--- src/rtl/m3_commutation_step_gen_if.sv ---
// Bus bundle between the speed calculator (master) and the six-step commutation sequencer (slave).
interface m3_commutation_step_gen_if #(
  parameter int PERIOD_W = 32
);
  logic                workingI;
  logic [PERIOD_W-1:0] roundLenI;
  logic                m3invRotateI;
  logic                m3forceStopI;
  logic [2:0]          stepO;
  logic [2:0]          phaseHighO;
  logic [2:0]          phaseLowO;
  logic                nextRoundO;
  logic                busyO;

  modport master (
    output workingI, roundLenI, m3invRotateI, m3forceStopI,
    input  stepO, phaseHighO, phaseLowO, nextRoundO, busyO
  );

  modport slave (
    input  workingI, roundLenI, m3invRotateI, m3forceStopI,
    output stepO, phaseHighO, phaseLowO, nextRoundO, busyO
  );
endinterface

--- src/rtl/m3_commutation_step_gen.sv ---
// Six-step commutation sequencer with per-step dead time and revolution pulse.
// Optional dynamic brake in STOP when M3_BRAKE_EN is defined (coast otherwise).
//
// state | meaning
// IDLE  | not working, all phases off, step 0
// DEAD  | first DEAD_CYCLES cycles of a step, all phases off
// DRIVE | remainder of the step, phase pattern of the current step
// STOP  | force-stopped: step and counter frozen, coast or brake
module m3_commutation_step_gen #(
  parameter int PERIOD_W    = 32,
  parameter int PERIOD_MIN  = 40,
  parameter int DEAD_CYCLES = 8
) (
  input  logic                       clkI,
  input  logic                       nRstI,
  m3_commutation_step_gen_if.slave   bus
);
  localparam int DW = $clog2(DEAD_CYCLES + 1);

  typedef enum logic [1:0] {IDLE, DEAD, DRIVE, STOP} stateT;

  stateT               stateQ, stateD;
  logic [2:0]          stepQ, stepD;
  logic [PERIOD_W-1:0] cntQ, cntD;
  logic [DW-1:0]       deadQ, deadD;
  logic [2:0]          highQ, highD;
  logic [2:0]          lowQ, lowD;
  logic                roundQ, roundD;
  logic                busyQ, busyD;

  logic [PERIOD_W-1:0] stepLen;
  logic [2:0]          stepNext;
  logic                wrap;
  logic [5:0]          drivePat;

  // {high, low} enables, each as {C,B,A}
  function automatic logic [5:0] stepPattern(input logic [2:0] s);
    case (s)
      3'd0:    stepPattern = {3'b001, 3'b010};
      3'd1:    stepPattern = {3'b001, 3'b100};
      3'd2:    stepPattern = {3'b010, 3'b100};
      3'd3:    stepPattern = {3'b010, 3'b001};
      3'd4:    stepPattern = {3'b100, 3'b001};
      3'd5:    stepPattern = {3'b100, 3'b010};
      default: stepPattern = 6'b0;
    endcase
  endfunction

  always_comb begin
    stepLen  = (bus.roundLenI < PERIOD_W'(PERIOD_MIN)) ? PERIOD_W'(PERIOD_MIN) : bus.roundLenI;
    drivePat = stepPattern(stepQ);
    if (bus.m3invRotateI) begin
      stepNext = (stepQ == 3'd0) ? 3'd5 : stepQ - 3'd1;
      wrap     = (stepQ == 3'd0);
    end else begin
      stepNext = (stepQ == 3'd5) ? 3'd0 : stepQ + 3'd1;
      wrap     = (stepQ == 3'd5);
    end
  end

  always_ff @(posedge clkI) begin
    if (!nRstI) begin
      stateQ <= IDLE;
      stepQ  <= 3'd0;
      cntQ   <= '0;
      deadQ  <= '0;
      highQ  <= 3'b0;
      lowQ   <= 3'b0;
      roundQ <= 1'b0;
      busyQ  <= 1'b0;
    end else begin
      stateQ <= stateD;
      stepQ  <= stepD;
      cntQ   <= cntD;
      deadQ  <= deadD;
      highQ  <= highD;
      lowQ   <= lowD;
      roundQ <= roundD;
      busyQ  <= busyD;
    end
  end

  always_comb begin
    stateD = stateQ;
    stepD  = stepQ;
    cntD   = cntQ;
    deadD  = deadQ;
    highD  = 3'b0;
    lowD   = 3'b0;
    roundD = 1'b0;

    if (!bus.workingI) begin
      stateD = IDLE;
      stepD  = 3'd0;
      cntD   = '0;
      deadD  = '0;
    end else begin
      case (stateQ)
        IDLE: begin
          if (!bus.m3forceStopI) begin
            stateD = DEAD;
            stepD  = 3'd0;
            cntD   = stepLen - PERIOD_W'(1);
            deadD  = DW'(DEAD_CYCLES - 1);
          end
        end
        DEAD, DRIVE: begin
          if (bus.m3forceStopI) begin
            stateD = STOP;
            deadD  = DW'(DEAD_CYCLES - 1);
          end else if (cntQ == '0) begin
            stateD = DEAD;
            stepD  = stepNext;
            cntD   = stepLen - PERIOD_W'(1);
            deadD  = DW'(DEAD_CYCLES - 1);
            roundD = wrap;
          end else begin
            cntD = cntQ - PERIOD_W'(1);
            if (stateQ == DRIVE || deadQ == '0) begin
              stateD        = DRIVE;
              {highD, lowD} = drivePat;
            end else begin
              deadD = deadQ - DW'(1);
            end
          end
        end
        STOP: begin
          if (!bus.m3forceStopI) begin
            stateD = DEAD;
            cntD   = stepLen - PERIOD_W'(1);
            deadD  = DW'(DEAD_CYCLES - 1);
          end else if (deadQ != '0) begin
            deadD = deadQ - DW'(1);
          end else begin
`ifdef M3_BRAKE_EN
            lowD = 3'b111;
`else
            lowD = 3'b000;
`endif
          end
        end
        default: stateD = IDLE;
      endcase
    end

    busyD = (stateD == DEAD) || (stateD == DRIVE);
  end

  assign bus.stepO      = stepQ;
  assign bus.phaseHighO = highQ;
  assign bus.phaseLowO  = lowQ;
  assign bus.nextRoundO = roundQ;
  assign bus.busyO      = busyQ;
endmodule

--- src/flat_wrapper.sv ---
// flat-port wrapper written by rule: the top's interface ports become plain ports
module m3_commutation_step_gen_flat 
#(
  parameter int PERIOD_W    = 32,
  parameter int PERIOD_MIN  = 40,
  parameter int DEAD_CYCLES = 8
)
  (clkI, nRstI, bus_workingI, bus_roundLenI, bus_m3invRotateI, bus_m3forceStopI, bus_stepO, bus_phaseHighO, bus_phaseLowO, bus_nextRoundO, bus_busyO);
  m3_commutation_step_gen_if #(.PERIOD_W(PERIOD_W)) bus_i ();
  input  logic clkI;
  input  logic nRstI;
  input wire logic [$bits(bus_i.workingI)-1:0] bus_workingI;
  input wire logic [$bits(bus_i.roundLenI)-1:0] bus_roundLenI;
  input wire logic [$bits(bus_i.m3invRotateI)-1:0] bus_m3invRotateI;
  input wire logic [$bits(bus_i.m3forceStopI)-1:0] bus_m3forceStopI;
  output wire logic [$bits(bus_i.stepO)-1:0] bus_stepO;
  output wire logic [$bits(bus_i.phaseHighO)-1:0] bus_phaseHighO;
  output wire logic [$bits(bus_i.phaseLowO)-1:0] bus_phaseLowO;
  output wire logic [$bits(bus_i.nextRoundO)-1:0] bus_nextRoundO;
  output wire logic [$bits(bus_i.busyO)-1:0] bus_busyO;
  assign bus_i.workingI = bus_workingI;
  assign bus_i.roundLenI = bus_roundLenI;
  assign bus_i.m3invRotateI = bus_m3invRotateI;
  assign bus_i.m3forceStopI = bus_m3forceStopI;
  assign bus_stepO = bus_i.stepO;
  assign bus_phaseHighO = bus_i.phaseHighO;
  assign bus_phaseLowO = bus_i.phaseLowO;
  assign bus_nextRoundO = bus_i.nextRoundO;
  assign bus_busyO = bus_i.busyO;
  m3_commutation_step_gen #(.PERIOD_W(PERIOD_W), .PERIOD_MIN(PERIOD_MIN), .DEAD_CYCLES(DEAD_CYCLES)) u_core (.clkI(clkI), .nRstI(nRstI), .bus(bus_i));
endmodule
--- config.mk ---
export PLATFORM = sky130hd
export DESIGN_NAME = m3_commutation_step_gen_flat
export DESIGN_NICKNAME = d
export VERILOG_FILES = /design/src/rtl/m3_commutation_step_gen_if.sv /design/src/rtl/m3_commutation_step_gen.sv /design/src/flat_wrapper.sv
export SDC_FILE = /design/constraint.sdc
export NUM_CORES = 1
export LEC_CHECK = 0
export BUFFER_PORTS_ARGS = -buffer_cell sky130_fd_sc_hd__buf_4
export CAP_MARGIN = 20
export CORE_UTILIZATION = 45
export CTS_BUF_LIST = sky130_fd_sc_hd__clkbuf_8
export CTS_CLUSTER_DIAMETER = 100
export CTS_CLUSTER_SIZE = 24
export DETAILED_ROUTE_END_ITERATION = 10
export PLACE_DENSITY = 0.68
export SYNTH_ARGS = -nofsm -noshare
export SYNTH_HDL_FRONTEND = slang
export SYNTH_SLANG_ARGS = --single-unit
export TNS_END_PERCENT = 50
--- constraint.sdc ---
create_clock -name clkI -period 10 [get_ports clkI]
set_input_delay 2.5 -clock clkI [delete_from_list [all_inputs] [get_ports clkI]]
set_output_delay 2.5 -clock clkI [all_outputs]
set_load 0.01 [all_outputs]
Word-level counts from Yosys, hierarchy flattened. Cells that the tools add are included.

Register bits: 49. Input bits: 37. Output and inout bits: 11. Word-level logic and storage cells: 78.

Add/subtract/negate cells: 5. Magnitude comparators: 1. Equality and inequality tests: 16. Multiplexer cells: 27. Bitwise gates (word level): 5. Reduce and logical (&&, ||, !) cells: 16.

Operators by type and width (number): 32-bit two-way mux (4); 32-bit case mux with 2 select lines (1); 32-bit by 1-bit subtractor with 32-bit output (second input constant) (2); 6-bit case mux with 6 select lines (1); 32-bit zero test (1); 32-bit by 6-bit less-than comparator with 1-bit output (second input constant) (1); 4-bit two-way mux (6); 3-bit two-way mux (6); 4-bit case mux with 3 select lines (1); 2-bit two-way mux (5); 2-bit == test (second input constant) (3); 3-bit by 2-bit == test with 1-bit output (second input constant) (2); 3-bit == test (second input constant) (2); 2-bit inequality test (second input constant) (3); 3-bit case mux with 2 select lines (1); 6-bit OR reduction (1); 1-bit NOT (5); 5-bit OR reduction (1); 2-bit by 1-bit == test with 1-bit output (second input constant) (2); 4-bit zero test (1); 4-bit by 3-bit inequality test with 1-bit output (second input constant) (1); 2-bit case mux with 2 select lines (1); 2-bit AND reduction (2); 4-bit AND reduction (1); other kinds (14) (16).

Depth between registers and ports, before layout. Gate-level depths: netlist (run 1).

Depth after elaboration: 9. Mapped depth: 13.

Least setup slack after synthesis (run 1). OpenSTA, ideal clock, no wires.

Kind: in2reg. Start point: input port bus_roundLenI[26]. End point: register u_core.cntQ[18]. Arrival: 5651 ps. Required time: 9885 ps. Slack: 4234 ps. Cell stages on the path: 12. Path through: or4_4 > nor4_1 > nand4_2 > nand2_1 > ha_1 > or4b_1 > clkbuf_1 > nor4_1 > o31a_4 > and3_1 > o21ai_0 > and3_1.

Longest elaborated chain between the ends: 6. Elaborated cells on any way between the ends: 7. Those cells by class: 1 x add/sub; 1 x order compare; 5 x mux.

RTL lines: start, declared (line flat_wrapper.sv:13) `input wire logic [$bits(bus_i.roundLenI)-1:0] bus_roundLenI;`; 32-bit by 6-bit less-than comparator with 1-bit output * (line m3_commutation_step_gen.sv:50) `stepLen = (bus.roundLenI < PERIOD_W'(PERIOD_MIN)) ? PERIOD_W'(PERIOD_MIN) : bus.roundLenI;`; 32-bit two-way mux * (line m3_commutation_step_gen.sv:50); 32-bit by 1-bit subtractor with 32-bit output * (line m3_commutation_step_gen.sv:103, m3_commutation_step_gen.sv:114, m3_commutation_step_gen.sv:130); 32-bit two-way mux (line m3_commutation_step_gen.sv:111) `end else if (cntQ == '0) begin`; 32-bit two-way mux (line m3_commutation_step_gen.sv:108) `if (bus.m3forceStopI) begin`; 32-bit case mux with 2 select lines * (line m3_commutation_step_gen.sv:98) `case (stateQ)`; end signal, assigned (line m3_commutation_step_gen.sv:74) `cntQ <= cntD;`; end, declared (line m3_commutation_step_gen.sv:24) `logic [PERIOD_W-1:0] cntQ, cntD;`.

Mark *: on every way between the ends. The rest lies on a longest branch, timed or not. The select of a mux whose other input is x is not followed. A chain may end at the register's enable or synchronous reset.

Worst setup path in the final report (run 1).
Start point: input port bus_roundLenI[26]. End point: register u_core.cntQ[28].

Longest elaborated chain between the ends: 6. Elaborated cells on any way between the ends: 7. Those cells by class: 1 x add/sub; 1 x order compare; 5 x mux.

RTL lines (line): 32-bit by 6-bit less-than comparator with 1-bit output (m3_commutation_step_gen.sv:50); 32-bit two-way mux * (m3_commutation_step_gen.sv:50); 32-bit by 1-bit subtractor with 32-bit output * (m3_commutation_step_gen.sv:103, m3_commutation_step_gen.sv:114, m3_commutation_step_gen.sv:130); 32-bit two-way mux (m3_commutation_step_gen.sv:111); 32-bit two-way mux (m3_commutation_step_gen.sv:108); 32-bit case mux with 2 select lines * (m3_commutation_step_gen.sv:98).

Marked as above.

==> impl_metrics.csv, run 1 <==
group,metric,value,unit
flow_run,maxCapViolations,0,
synth,syn_area,0.00374,mm2
finish,fillers,752,
timing,fmax,163,MHz
power_and_ir_drop,power.total,0.527,mW
global_route,grt_overflow_total,0,
setup_path,cp.arrival,6.36,ns
synth,synth-async-reset-ratio,0,%
setup_path,crit_chain,"buf_4, or4_4, nor4_1, nand4_2, nand2_1, ha_1, or4b_1, nor4_1, o31ai_1, nor4_1, o21ai_1, a31oi_1",
setup_path,worst-path-buf-inv,1,
timing,finalSetupViolCount,0,
routing,wire_per_inst,16.6,um
outcome,status,"complete, no violations",
routing,drtPass1Iterations,5,
routing,ant_nets,0,
setup_path,cpMostUsedCell,"nor4_1",
setup_path,crit_required,10.24,ns
setup_path,r2r_start,"u_core.cntQ[0]",
finish,layout.cells.non_filler,623,
placed_design,port_buffers,47,
setup_path,cp.depth,12,
synth,ys_ff_latch,49,
timing,period_share,61.3,%
timing,final.setup_skew,0.00696,ns
finish,final-seq-area,981,um2
finish,multi_input_area,0.00258,mm2
power_and_ir_drop,p_leak,1.55,nW
floorplanning,pin_count,48,
floorplanning,coreArea,0.00789,mm2
setup_path,r2r-end,"u_core.cntQ[21]",
min_path,hold_depth,2,
finish,nets,565,
global_route,grt_pass1_vias,3405,
synth,yosysWarnings,0,
setup_path,rrSetupSlack,7.03,ns
setup_path,cp-end-kind,"flip-flop",
power_and_ir_drop,cellPowerDensity,125,mW/mm2
timing,tightest_slew,1.08,ns
clock_tree,cts_tree,"done",
clock_tree,cts_resized,0,
routing,viasPerCell,6.20,
clock_tree,cts_setup_buffers,0,
timing,max_slew_margin,27.5,%
placed_design,dp.cells,616,
clock_tree,cts_hold_buf,0,
clock_tree,cts.htree.levels,2,
routing,vias,3861,
synth,syn-num-nets,538,
clock_tree,clock_sinks,49,
synth,ys.flop_type,"dfxtp_1",
routing,drc,0,
setup_path,critPathLaunchType,"input port",
clock_tree,clkLatencyLatePin,0.31,ns
clock_tree,numCtsBuffers,5,
placed_design,place_congestion,0.945,
floorplanning,num_rows,32,
clock_tree,clockRootBuffer,"clkbuf_8",
clock_tree,clock_path_buffers,2,
floorplanning,die_height,93.2,um
timing,finalCriticalPeriod,6.13,ns
timing,timing.final.ws_setup,3.87,ns
finish,area_growth,13.0,%
synth,ys_seq_area_share,26.2,%
global_route,grt_pass1_wl,16900,um
synth,synthCells,494,
min_path,hold_path_end,"u_core.cntQ[1]",
timing,slew_violations,0,
floorplanning,start_util,47.4,%
synth,synth_edf_count,0,
min_path,hold_class,"flip-flop to flip-flop",
floorplanning,die_w,93.2,um
synth,ys_types,70,
power_and_ir_drop,ir_drop,74.8,uV
routing,routed_wl,10400,um
finish,num_antenna_cells,0,
setup_path,cpPeakStageDelay,0.58,ns
floorplanning,die_area,0.00868,mm2
placed_design,preCtsSetupSlack,3.61,ns
clock_tree,cts.clk_slew.worst_paths,0.09,ns
synth,synth.most_common_cell,"nor2_1",
synth,synthTopCellsByArea,"dfxtp_1 26%, a21oi_1 6.0%, nor2_1 5.3%, xor2_1 4.0%, nand2_1 3.5%",
timing,finalSetupTns,0,ns
finish,drive_gt1_share,15.2,%
synth,synth_top_area_cell,"dfxtp_1",
global_route,track_usage,24.3,%
synth,synth_common_cells,"53 x nor2_1, 49 x dfxtp_1, 45 x a21oi_1",
global_route,grt_max_degree,42,
setup_path,cp_slowest_cell,"or4b_1",
synth,synth_top_area_share,26.2,%
setup_path,critical_path_class,"input port to flip-flop",
timing,hold_violations,0,
setup_path,worstPathMaxFanout,10,
synth,avgSynthCellArea,7.57,um2
min_path,hold_start,"u_core.cntQ[1]",
setup_path,cp_top_family,"simple AND/OR/NAND/NOR gates",
placed_design,hpwl,7530,um
timing,rsz0062_at_grt,"no",
setup_path,reg2regPathDepth,8,
global_route,antenna_found_initial,0,
routing,drt-initial-drc-count,360,
[metal layers]
metal / global-route usage, % / wire length [um]
met4: 6.79 / 172
met2: 39.8 / 4650
met5: 0 / 0
met3: 2.52 / 599
met1: 33.8 / 4940
[cells by family (layout without fill, tap and decap cells)]
logic type,after synthesis,after routing,share of synthesized area [%]
buf+inv,46,73,4.85
mux,4,4,1.10
compound gates,154,154,28.5
fa+ha+maj,7,7,2.34
simple gates,208,208,30.9
xor+xnor,26,26,6.09
flops,49,49,26.2
[flip-flops by register name (all words and copies together) (netlist names)]
signal,cells
u_core.stateQ,2
u_core.cntQ,32
u_core.bus.nextRoundO,1
u_core.deadQ,4
u_core.bus.stepO,3
u_core.bus.busyO,1
u_core.bus.phaseHighO,3
u_core.bus.phaseLowO,3
[layout by cell type, fill, tap and decap left out, types with 5 or more instances in the layout]
master	n
nor2_1	53
buf_4	50
dfxtp_1	49
a21oi_1	45
nand2_1	35
nor3_1	25
o21ai_0	20
nand3_1	19
xor2_1	17
inv_1	16
nor4_1	16
a31oi_1	14
xnor2_1	9
or4_1	7
nand4_1	7
o211ai_1	7
a211oi_1	7
ha_1	7
o22ai_1	6
and3_1	6
or3_1	5
o41ai_1	5
clkbuf_8	5
[layout make-up]
type	instances	share of cell area (%)
well taps	102	3.02
repair buffers	50	8.88
multi-input cells	399	61.0
clock buffers	5	1.63
clock inverters	2	0.829
inverters	16	1.42
flip-flops and latches	49	23.2
[how the worst max path moves through the flow]
stage	slack (ns)	endpoint	from
finish	3.87	u_core.cntQ[28]	bus_roundLenI[26]
global route	3.56	u_core.cntQ[20]	bus_roundLenI[26]
CTS	3.92	u_core.cntQ[20]	bus_roundLenI[26]
detailed placement	3.61	u_core.cntQ[20]	bus_roundLenI[26]
global placement	3.66	u_core.cntQ[20]	bus_roundLenI[26]
floorplan	4.23	u_core.cntQ[18]	bus_roundLenI[26]
[metrics by stage]
stage | util, % | cell area, um2 | hold WS, ns
2_1_floorplan | - | 3740 | 0.467
3_3_place_gp | 52.3 | 4120 | 0.488
3_5_place_dp | 52.3 | 4120 | 0.498
4_1_cts | 53.6 | 4230 | 0.511
5_1_grt | 53.6 | 4230 | 0.543
6_report | 53.6 | 4230 | 0.511
[power by group]
| group | total [mW] | internal (mW) | switching (mW) |
|---|---|---|---|
| registers | 0.217 | 0.205 | 0.0127 |
| clock network | 0.138 | 0.0728 | 0.0653 |
| logic | 0.171 | 0.0636 | 0.108 |
[worst reg2reg max path, cell delays in order (launching register included)]
cell and delay (ns):
dfxtp_1 0.35, inv_1 0.09, ha_1 0.22, nor4b_2 0.31
nand4_2 0.38, o31ai_2 0.98, or2_0 0.25, a21oi_1 0.10
a211oi_1 0.21
Note: power is estimated with default switching activity, not from simulation.
==> inputs of run 2 (changes only) <==
- clock period: 10 -> 6.28 ns (I/O delays scaled with it)
==> run 2 against run 1 <==
Clock power rose by 64%. Final area is 0.36% higher. Combinational power up 60%. Largest power group unchanged. Clock-buffer cell count stayed put. Sequential power is 59% higher. Routed wire length increased by 0.47%. Die area is the same. Critical path depth unchanged. Highest routed layer unchanged.
==> impl_metrics.csv, run 2 (synthesized netlist as in run 1, its figures left out) <==
group,metric,value,unit
power_and_ir_drop,power.total,0.846,mW
routing,wire_per_inst,16.7,um
timing,max_slew_margin,31.2,%
routing,viasPerCell,6.16,
routing,drtPass1Iterations,5,
finish,area_growth,13.4,%
clock_tree,clock_sinks,49,
setup_path,worstPathMaxFanout,10,
floorplanning,coreArea,0.00789,mm2
outcome,status,"complete, no violations",
setup_path,cp.arrival,5.59,ns
floorplanning,die_height,93.2,um
routing,drc,0,
flow_run,maxCapViolations,0,
timing,finalSetupViolCount,0,
timing,fmax,187,MHz
global_route,antenna_found_initial,0,
clock_tree,cts.htree.levels,2,
routing,vias,3847,
finish,nets,566,
setup_path,cpMostUsedCell,"nor4_1",
timing,slew_violations,0,
clock_tree,clock_path_buffers,2,
clock_tree,numCtsBuffers,5,
routing,routed_wl,10400,um
setup_path,critPathLaunchType,"input port",
global_route,grt_max_degree,42,
finish,final_common_cell,"nor2_1",
setup_path,cp-end-kind,"flip-flop",
finish,largest-register,"u_core.cntQ",
power_and_ir_drop,p_leak,1.56,nW
setup_path,rrSetupSlack,3.35,ns
clock_tree,cts_tree,"done",
setup_path,worst-path-buf-inv,1,
floorplanning,num_rows,32,
setup_path,cp_slowest_cell,"nor4_1",
floorplanning,start_util,47.4,%
floorplanning,pin_count,48,
clock_tree,cts_setup_buffers,0,
finish,num_antenna_cells,0,
routing,drt-initial-drc-count,355,
power_and_ir_drop,cellPowerDensity,200,mW/mm2
setup_path,cpPeakStageDelay,0.64,ns
finish,final_cell_mix,"53 x nor2_1, 51 x buf_4, 49 x dfxtp_1",
timing,rsz0062_at_grt,"no",
timing,final.setup_skew,0.0115,ns
clock_tree,cts.clk_slew.worst_paths,0.10,ns
clock_tree,clockRootBuffer,"clkbuf_8",
placed_design,dp.cells,617,
global_route,grt_pass1_wl,17000,um
timing,hold_violations,0,
placed_design,port_buffers,47,
finish,drive_gt1_share,15.3,%
setup_path,critical_path_class,"input port to flip-flop",
power_and_ir_drop,ir_drop,90.0,uV
routing,ant_nets,0,
timing,period_share,85.2,%
finish,largest_reg_flops,32,
setup_path,cp_top_family,"simple AND/OR/NAND/NOR gates",
finish,reg_top3,"u_core.cntQ: 32 flops, u_core.deadQ: 4 flops",
placed_design,place_congestion,0.923,
clock_tree,clkLatencyLatePin,0.31,ns
setup_path,crit_required,6.53,ns
floorplanning,die_w,93.2,um
finish,layout.cells.non_filler,625,
timing,finalSetupTns,0,ns
timing,tightest_slew,1.03,ns
clock_tree,cts_hold_buf,0,
placed_design,hpwl,7570,um
min_path,hold_class,"flip-flop to flip-flop",
global_route,track_usage,24.5,%
timing,finalCriticalPeriod,5.35,ns
global_route,grt_pass1_vias,3488,
clock_tree,cts_resized,0,
setup_path,crit_chain,"buf_4, or4_4, nor4_1, nand4_2, nand2_1, ha_1, or4b_1, nor4_1, o31ai_1, nor4_1, o21ai_1, a31oi_1",
floorplanning,die_area,0.00868,mm2
global_route,grt_overflow_total,0,
[run 2: path summary, 6_finish.rpt]
check	startpoint	endpoint	cells past startpoint
setup / recovery	bus_roundLenI[26]	u_core.cntQ[28]	12
hold / removal	u_core.cntQ[1]	u_core.cntQ[1]	2
setup reg to reg	u_core.cntQ[0]	u_core.cntQ[21]	8
hold reg to reg	u_core.cntQ[1]	u_core.cntQ[1]	2
[run 2: worst reg2reg max path, stage by stage, from the launching register on]
cell,delay [ns]
dfxtp_1,0.35
inv_1,0.09
ha_1,0.24
nor4b_2,0.30
nand4_2,0.37
o31ai_2,0.95
or2_0,0.25
a21oi_1,0.10
a211oi_1,0.21
[run 2: layout make-up]
cell class | count | area, um2
Clock buffer | 5 | 68.8
Clock inverter | 3 | 42.5
Tap cell | 102 | 128
Multi-Input combinational cell | 399 | 2580
Inverter | 16 | 60.1
Fill cell | 765 | 3650
Timing Repair Buffer | 51 | 383
Sequential cell | 49 | 981
[run 2: stage by stage]
step	setup WS (ns)	utilization, %	hold slack (ns)	cell area [um2]
after floorplan	1.44	-	0.467	3740
after global placement	0.885	52.3	0.489	4130
after detailed placement	0.763	52.3	0.493	4130
after CTS	1.08	53.8	0.507	4240
after global routing	0.716	53.8	0.544	4240
final	0.931	53.8	0.508	4240
[run 2: layer usage]
layer / GRT usage (%) / routed length, um
met5: 0 / 0
met4: 7.82 / 195
met3: 2.76 / 641
met2: 40.0 / 4700
met1: 33.8 / 4870
[run 2: power breakdown]
part / leakage (nW) / total, mW / switching (mW) / internal, mW
sequential: 0.399 / 0.346 / 0.0203 / 0.326
clock: 0.0595 / 0.227 / 0.109 / 0.118
combinational: 1.10 / 0.273 / 0.171 / 0.101
total: 1.56 / 0.846 / 0.301 / 0.545
